<file path="src/rtl/usb_rx_pkg.sv">
// Shared types and constants for the USB full-speed receive path.
package usb_rx_pkg;

    typedef enum logic [3:0] {
        IDLE,
        SYNC,
        SYNC_CHK,
        RECV,
        BYTE_CHK,
        EOP_HOLD,
        EOP_END,
        DONE,
        ERR_WAIT,
        ERR_EOP
    } rx_ctrl_state_t;

    localparam logic [7:0] USB_SYNC_BYTE = 8'h80;

endpackage

</file>
<file path="src/rtl/rx_bit_counter.sv">
// Counts sampled bits within a byte; byte_done flags the sample that completes a byte.
module rx_bit_counter (
    input  logic       clk,
    input  logic       n_rst,
    input  logic       clear,
    input  logic       enable,
    output logic [2:0] count,
    output logic       byte_done
);

    always_ff @(posedge clk or negedge n_rst) begin
        if (!n_rst) begin
            count <= 3'd0;
        end else if (clear) begin
            count <= 3'd0;
        end else if (enable) begin
            count <= count + 3'd1;
        end
    end

    assign byte_done = enable && (count == 3'd7);

endmodule

</file>
<file path="src/rtl/rx_packet_ctrl.sv">
// Receive packet sequencer: sync check, byte framing, FIFO write strobes, EOP validation.
module rx_packet_ctrl
    import usb_rx_pkg::*;
#(
    parameter logic [7:0] SYNC_BYTE = USB_SYNC_BYTE,
    parameter int         MAX_BYTES = 64,
    parameter int         CNT_W     = $clog2(MAX_BYTES + 1)
) (
    input  logic             clk,
    input  logic             n_rst,
    input  logic             d_edge,
    input  logic             eop,
    input  logic             shift_en,
    input  logic [7:0]       rcv_data,
    output logic             rcving,
    output logic             w_enable,
    output logic             r_error,
    output logic             pkt_done,
    output logic [CNT_W-1:0] pkt_bytes
);

    rx_ctrl_state_t state, next_state;

    logic [2:0] bit_cnt;
    logic       byte_done;
    logic       bit_en;
    logic       eop_bit;
    logic       pkt_start;
    logic       pkt_full;

    assign eop_bit   = shift_en && eop;
    assign bit_en    = shift_en && !eop && ((state == SYNC) || (state == RECV));
    assign pkt_start = (state == IDLE) && d_edge;
    assign pkt_full  = (pkt_bytes >= CNT_W'(MAX_BYTES));

    rx_bit_counter u_bit_counter (
        .clk       (clk),
        .n_rst     (n_rst),
        .clear     (pkt_start),
        .enable    (bit_en),
        .count     (bit_cnt),
        .byte_done (byte_done)
    );

    always_ff @(posedge clk or negedge n_rst) begin
        if (!n_rst) begin
            state <= IDLE;
        end else begin
            state <= next_state;
        end
    end

    // SE0 on a bit sample always wins over a completing byte.
    always_comb begin
        next_state = state;
        case (state)
            IDLE:     if (d_edge) next_state = SYNC;
            SYNC: begin
                if (eop_bit)        next_state = ERR_EOP;
                else if (byte_done) next_state = SYNC_CHK;
            end
            SYNC_CHK: next_state = (rcv_data == SYNC_BYTE) ? RECV : ERR_WAIT;
            RECV: begin
                if (eop_bit) begin
                    if ((bit_cnt == 3'd0) && (pkt_bytes != '0)) next_state = EOP_HOLD;
                    else                                         next_state = ERR_EOP;
                end else if (byte_done) begin
                    next_state = BYTE_CHK;
                end
            end
            BYTE_CHK: next_state = pkt_full ? ERR_WAIT : RECV;
            EOP_HOLD: if (shift_en) next_state = eop ? EOP_END : ERR_WAIT;
            EOP_END:  if (d_edge) next_state = DONE;
            DONE:     next_state = IDLE;
            ERR_WAIT: if (eop_bit) next_state = ERR_EOP;
            ERR_EOP:  if (d_edge) next_state = IDLE;
            default:  next_state = IDLE;
        endcase
    end

    always_comb begin
        rcving   = (state != IDLE);
        w_enable = (state == BYTE_CHK) && !pkt_full;
        pkt_done = (state == DONE);
    end

    // Error flag survives until the next packet starts, so the protocol layer can read it late.
    always_ff @(posedge clk or negedge n_rst) begin
        if (!n_rst) begin
            r_error <= 1'b0;
        end else if (pkt_start) begin
            r_error <= 1'b0;
        end else if ((next_state == ERR_WAIT) || (next_state == ERR_EOP)) begin
            r_error <= 1'b1;
        end
    end

    always_ff @(posedge clk or negedge n_rst) begin
        if (!n_rst) begin
            pkt_bytes <= '0;
        end else if (pkt_start) begin
            pkt_bytes <= '0;
        end else if ((state == BYTE_CHK) && !pkt_full) begin
            pkt_bytes <= pkt_bytes + CNT_W'(1);
        end
    end

endmodule

</file>
<file path="config.mk">
export PLATFORM = sky130hd
export DESIGN_NAME = rx_packet_ctrl
export DESIGN_NICKNAME = d
export VERILOG_FILES = /design/src/rtl/usb_rx_pkg.sv /design/src/rtl/rx_bit_counter.sv /design/src/rtl/rx_packet_ctrl.sv
export SDC_FILE = /design/constraint.sdc
export NUM_CORES = 1
export LEC_CHECK = 0
export ABC_AREA = 1
export CAP_MARGIN = 20
export CORE_ASPECT_RATIO = 1.4
export CORE_UTILIZATION = 40
export CTS_CLUSTER_SIZE = 28
export DETAILED_ROUTE_END_ITERATION = 10
export PLACE_DENSITY = 0.77
export REMOVE_ABC_BUFFERS = 1
export SLEW_MARGIN = 15
export SYNTH_ARGS = -nofsm -noshare
export SYNTH_HDL_FRONTEND = slang
export SYNTH_HIERARCHICAL = 1
export SYNTH_SLANG_ARGS = --single-unit
</file>
<file path="constraint.sdc">
create_clock -name clk -period 2.1 [get_ports clk]
set_input_delay 0.315 -clock clk [delete_from_list [all_inputs] [get_ports clk]]
set_output_delay 0.315 -clock clk [all_outputs]
set_load 0.02 [all_outputs]
</file>
==> results of run 1 <==
-- power by group --
part           switching, mW  leakage [nW]  internal (mW)
logic                  0.281         0.491          0.178
clock network         0.0871        0.0150         0.0737
registers             0.0511         0.201          0.336
-- layout make-up --
cell class | instances | area, um2
fill | 242 | 1050
multi-input combinational | 114 | 581
sequential | 15 | 375
timing repair buffer | 28 | 267
inverter | 27 | 101
tap | 34 | 42.5
clock buffer | 4 | 26.3
-- cells by family after synthesis --
group,after synthesis
compound gates,15
fa+ha+maj,4
buf+inv,27
flops,15
simple gates,95
-- state kept, by name (all words and copies together), names as in the netlist --
signal / count
state: 4
u_bit_counter/count: 3
r_error: 1
pkt_bytes: 7
-- what timing repair did --
item | 4_1_cts | 5_1_grt
endpoints found under the setup margin | 1 | 0
hold buffers | 0 | 0
gates resized for setup | 1 | 0
-- per-stage QoR --
stage | worst slack [ps] | total power [mW] | util (%)
floorplan | 199 | 0.683 | -
global placement | 184 | 0.841 | 56.0
detailed placement | 149 | 0.853 | 56.0
CTS | 102 | 1.01 | 57.0
global route | 11.7 | 1.09 | 57.0
finish | 114 | 1.01 | 57.0
-- critical path, cell delays in order, from the launching register on --
cell,delay (ps)
sky130_fd_sc_hd__dfrtp_1,430
sky130_fd_sc_hd__inv_2,110
sky130_fd_sc_hd__nand2_4,80
sky130_fd_sc_hd__nor3_1,140
sky130_fd_sc_hd__clkdlybuf4s50_1,640
-- Yosys cell counts --
cell type                  count
sky130_fd_sc_hd__o21ai_0       5
sky130_fd_sc_hd__nand2_1      36
sky130_fd_sc_hd__nor3b_1       1
sky130_fd_sc_hd__ha_1          4
sky130_fd_sc_hd__nor2_4        3
sky130_fd_sc_hd__nor2_1       24
sky130_fd_sc_hd__inv_1        22
sky130_fd_sc_hd__nand2_2       2
sky130_fd_sc_hd__nand3_2       1
sky130_fd_sc_hd__o21ai_1       1
sky130_fd_sc_hd__nor3_1        7
sky130_fd_sc_hd__o22ai_1       1
sky130_fd_sc_hd__nand3_1      14
sky130_fd_sc_hd__a31oi_1       1
sky130_fd_sc_hd__nand2_4       2
sky130_fd_sc_hd__o211ai_1      1
sky130_fd_sc_hd__dfrtp_1      15
sky130_fd_sc_hd__nor2_2        3
sky130_fd_sc_hd__inv_2         5
sky130_fd_sc_hd__nand4_1       2
sky130_fd_sc_hd__o31ai_1       1
sky130_fd_sc_hd__a21oi_1       5
-- routing by layer --
layer | up-vias | global-route usage (%) | part of all wire [%]
li1 | 557 | - | -
met4 | 0 | 9.47 | 2.0
met1 | 489 | 22.2 | 40
met5 | - | 0 | 0
met3 | 6 | 1.73 | 4.3
met2 | 28 | 40.2 | 54
-- path summary, 6_finish.rpt --
kind	depth (start not counted)	to	start	slack, ps
setup / recovery	4	pkt_done	state[3]	110
hold / removal	1	pkt_bytes[2]	n_rst	440
setup reg to reg	12	r_error	state[2]	370
hold reg to reg	2	u_bit_counter/count[2]	u_bit_counter/count[2]	530
max in group asynchronous	1	state[3]	n_rst	1230
min in group clk	2	u_bit_counter/count[2]	u_bit_counter/count[2]	530
==> results.txt, run 1 <==
The mean instance size in the synthesized netlist was 6.78 um2; the number of rows in the core area was 21. The repair_antennas step left the layout with diodes totalling 0. Global routing used 21.4% of the available tracks across all layers. Arrival time at the worst endpoint: 1670 ps. The hold violation total from the final report is 0, and the largest fanout of any net on the critical path is 5. The global-route wire length before repair was 4.57 mm; the number of buffers inserted by post-CTS setup repair was 0.

The initial core utilization is 43.3%, and the top-area cell type share of the netlist area is 35.5%. Final cycle utilization of the critical path: 94.6%. The tools report the TritonCTS buffer count as 3. The die boundary height came out at 62.8 um. The critical path in this run is classified as register to output port. In this run, the number of DRC markers left after iteration 0 of detailed routing was 19.

The insertion delay to the later sink of the worst-skew pair is 280 ps, and the worst relative slew slack is 54.7%. The maximum number of pins on one net before global-route repair was 16; the detailed-placement wirelength estimate was 2.20 mm. No sink is reached through more buffers than the 2 on the longest clock path. After detailed routing, the average wire length per cell comes to 12.0 um. The placed instances occupy a cell area of 1370 um2. Measured along the x axis, the die boundary spans 45.5 um. The final standard cell count with taps included and fillers excluded was 222.

The top cell types in the final layout, fill and taps aside, are sky130_fd_sc_hd__nand2_1, sky130_fd_sc_hd__nor2_1, sky130_fd_sc_hd__inv_1, sky130_fd_sc_hd__clkdlybuf4s50_1, sky130_fd_sc_hd__dfrtp_1. The total of buffers placed on input and output ports was 23. For the pin with the worst max-slew slack, the measured transition is 677 ps.

Detailed routing inserted a total of 1080 vias. The worst-case IR drop observed on VDD is 0.496 mV. The run finished with clean final reports. Type of the tightest min-delay check: input pin to asynchronous set/reset pin. For the post-detailed-routing wire length, the log shows 2.66 mm. The worst setup path is launched from a register. The run gives 1120 as the via count of the first global-routing pass. Counting flops and latches in the post-synthesis netlist gives 15. Of the total synthesized cell area, the portion taken by XOR and XNOR cells is 0%. Portion of netlist area occupied by mux cells: 0%.

Before antenna repair, the detailed router went through 4 iterations. The cell at the root of the clock tree was sky130_fd_sc_hd__clkbuf_4. For this design, the sink count on the clock tree is 15. Synthesis handed over a netlist of 156 instances.

The data required time of the worst path is 1780 ps, and the remaining design rule violation count is 0. The tool flagged a number of max-cap violations equal to 0. The final weighted congestion in routability-driven placement came out at 0.860. In this run the cell area of the synthesized design comes to 1060 um2. The maximum level of the CTS H-tree is 1, and the aggregate negative setup slack is 0 ps. Sorting the synthesized cells by area gives the leading types as sky130_fd_sc_hd__dfrtp_1, sky130_fd_sc_hd__nand2_1, sky130_fd_sc_hd__nor2_1. STA classifies the critical path endpoint as an output port. The total number of yosys warnings is 6. Relative to the synthesized area, the layout overhead comes to 31.7%. Final hold analysis gives a worst-case slack of 441 ps. The number of cells in the design after placement came out at 218.

Most common cell after layout, fill and taps aside: sky130_fd_sc_hd__nand2_1. Fraction of layout cells with a size suffix above 1: 12.8%. Number of setup violations in the final report: 0.

Summed over all instances, the cell type with the most area after synthesis is sky130_fd_sc_hd__dfrtp_1. TritonCTS built the clock tree. In this run the remaining antenna-violating nets after routing total 0. Clock-pin slew was measured on the worst setup and hold paths at 90 ps. Setup repair after global routing left no endpoint under its margin.

The arithmetic-cell share of the synthesized area counting full adders, half adders and majority gates was 4.73%; the post-layout minimum cycle time was 1990 ps. The number of max-slew violations in the final report is 0, and the vias per cell is 4.86. The finished cells cover 1390 um2.

The number of antenna violations at the first check in global routing is 0. The run gives 35.5% as the fraction of the yosys area taken by sequential cells. The total power per unit cell area is 724 nW/um2. The number of I/O pins was 24. The run gives 0 as the final global-route overflow total. After synthesis, the largest family of logic cells by area is simple AND/OR/NAND/NOR gates.

In the final design database the tool counted 206 nets. The number of distinct library cells after synthesis is 22, and the maximum clock skew at final layout is 4.17 ps. The core area is 2440 um2, and the post-synthesis compound-gate area fraction is 7.81%. Summing the areas of all and, or, nand and nor instances in the mapped netlist gives 42.4% of the synthesized area.

The tools report the area of the die as 2860 um2. For this run, the top clock speed supported by timing is 0.503 GHz. The analysis attributes to cell leakage a power of 0.707 nW.
No activity file was read; power rests on OpenSTA's default activity.
==> run 2, diff against run 1 <==
- CORE_UTILIZATION: 40 -> 53
- GPL_ROUTABILITY_DRIVEN: default -> 0
- PLACE_DENSITY: 0.77 -> 0.95
- clock period: 2.1 -> 2.5 ns (I/O delays scaled with it)
==> results.txt, run 2 (synthesis gave the netlist of run 1 again) <==
The leakage power figure was 0.683 nW (-3.4%); the filler cell count was 145 (-40%). The detailed-route wire length per cell is 12.1 um (+0.92%). The clock-pin slew reported for the worst setup and hold paths after clock tree synthesis works out to 80 ps (about the same). The tools report the maximum level of the CTS H-tree as 1 (unchanged).

The post-layout minimum cycle time is 2250 ps, and the iteration-0 DRC count of the detailed router is 33 (+14). The number of diodes was 0 (unchanged). Counting flops per register, the top entry is pkt_bytes. The largest fanout of any net on the critical path is 5 (unchanged).

The fraction of layout cells with a size suffix above 1 was 10.9% (-1.9 points); the quantity of hold-fixing buffers added after cts was 0 (unchanged). The remaining design rule violation count was 0 (unchanged); the core area was 1820 um2 (-25%). The number of search-and-repair iterations in the first detailed-routing pass is 4 (unchanged), and the slew of the pin with the lowest slew margin is 658 ps (-19.7 ps). The routed length on met1 came out at 962 um (-9.2%). The most common cell after layout, fill and taps aside is sky130_fd_sc_hd__nand2_1.

The count of antenna-violating nets left after detailed routing came out at 0 (unchanged). The arrival time at the worst endpoint is 1870 ps (+200 ps). The worst-case clock buffer depth was 2 (unchanged); the maximum number of pins on one net before global-route repair was 16 (unchanged). In the layout the commonest cells are sky130_fd_sc_hd__nand2_1, sky130_fd_sc_hd__nor2_1, sky130_fd_sc_hd__clkdlybuf4s50_1. STA classifies the critical path endpoint as an output port. The detailed-placement wirelength estimate is 2.02 mm (-8.4%), and the width of the die is 39.7 um (-13%). Kind of critical path: register to output port. The worst relative slew slack is 56.0% (+1.3 points), and the worst setup slack before clock tree synthesis is 280 ps (+131 ps).

Derived from the worst setup path, the maximum achievable clock frequency is 0.445 GHz. The logs give 26.2% (+4.8 points) for the global-route usage over all layers and 0 (unchanged) for the number of buffers inserted by post-CTS setup repair. The tools report the aggregate negative setup slack as 0 ps (unchanged).

The total of buffers placed on input and output ports was 23 (unchanged); the area of the die was 2180 um2 (-24%). The layout net count is 202 (-1.9%), and the number of cells in the design after placement is 200 (-8.3%). The TritonCTS buffer count was 3 (unchanged). The vias per cell is 5.53 (+14%).

For the routed wire length on met2, the log shows 1.36 mm (-4.6%). Setup repair after global routing left no endpoint under its margin. The number of max-slew violations in the final report came out at 0 (unchanged).

The smallest setup slack after layout was 252 ps (+139 ps); the die boundary height was 54.8 um (-13%). The post-detailed-routing wire length came out at 2.47 mm (-7.3%). The area growth from synthesis to layout was 27.3%. The detailed router used layers up to and including met4. The tools report the insertion delay to the later sink of the worst-skew pair as 280 ps (about the same).

The total power per unit cell area was 615 nW/um2 (-15%); the number of vias after detailed routing was 1128 (+4.4%). TritonCTS built the clock tree. The routed length on met3 was 102 um (-11%). The global-route wire length before repair was 3.95 mm (-13%); the number of rows in the core area was 18 (-14%). The maximum clock skew at final layout was 0.874 ps (-3.30 ps); the number of setup violations in the final report was 0 (unchanged). For the final global-route overflow total, the log shows 0 (unchanged). The worst path uses 89.9% of the clock period. The largest registers in the layout are pkt_bytes (7), state (4), u_bit_counter/count (3). The total of max-cap violations was 0 (unchanged); the post-layout total power was 0.827 mW (-18%).

Number of I/O pins: 24 (unchanged). The run gives 0 (unchanged) as the hold violation total from the final report. The number of antenna violations at the first check in global routing was 0 (unchanged). The post-CTS resize count was 0 (-1).

The tools report the launching element type of the critical path as a register. The flow ran to the end, and the final reports show no timing, DRC or antenna violations. The run gives 492 ps (+50.5 ps) as the worst-case hold slack.

The via count of the first global-routing pass came out at 997 (-11%). The final standard cell count with taps included and fillers excluded was 204 (-8.1%); the number of flip-flops under the largest register name was 7 (unchanged). In this run the worst hold path is classified as input pin to asynchronous set/reset pin. The worst-case vdd ir drop is 0.527 mV (+6.2%), and the initial core utilization is 58.0% (+15 points). The run gives 15 (unchanged) as the clock sink total. The data required time of the worst path came out at 2120 ps (+340 ps). The root buffer cell chosen for the clock tree is sky130_fd_sc_hd__clkbuf_4.
run 2: cell type report:
class	count	area [um2]	area share (%)
multi-input combinational	114	581	43.1
sequential	15	375	27.9
timing repair buffer	24	238	17.7
inverter	27	101	7.53
clock buffer	4	26.3	1.95
tap	20	25.0	1.86
run 2: power breakdown:
| part | leakage (nW) | total [mW] | switching [mW] | internal, mW |
|---|---|---|---|---|
| combinational | 0.467 | 0.363 | 0.225 | 0.137 |
| sequential | 0.201 | 0.329 | 0.0469 | 0.282 |
| clock | 0.0150 | 0.136 | 0.0738 | 0.0620 |
run 2: worst paths after layout:
path	start	to	slack (ps)	depth (start not counted)
min in group clk	r_error	r_error	510	2
max	state[3]	w_enable	250	6
min reg2reg	r_error	r_error	510	2
min	n_rst	u_bit_counter/count[2]	490	1
max reg2reg	state[2]	r_error	520	12
max in group asynchronous	n_rst	state[0]	1590	1
run 2: metrics by stage:
stage / instance area, um2 / utilization [%]
floorplan: 1060 / -
global placement: 1320 / 72.4
detailed placement: 1320 / 72.4
CTS: 1350 / 73.8
global route: 1350 / 73.8
finish: 1350 / 73.8
run 2: worst max-delay path, stage by stage, from the launching register on:
cell and delay [ps]:
sky130_fd_sc_hd__dfrtp_1 450, sky130_fd_sc_hd__inv_2 120, sky130_fd_sc_hd__nand2_4 80, sky130_fd_sc_hd__nor2_4 150
sky130_fd_sc_hd__nand2_4 90, sky130_fd_sc_hd__inv_2 100, sky130_fd_sc_hd__clkdlybuf4s50_1 610
run 2: per-layer routing:
metal  track usage [%]  vias to the layer above
met5                 0                        -
met4              10.9                        0
met3              4.47                        6
met2              47.0                       44
met1              29.5                      527
li1                  -                      551
==> run 3, diff against run 2 <==
- CTS_CLUSTER_SIZE: 28 -> default
==> results of run 3 <==
Final layout, timing and power as in run 2 (identical DEF).
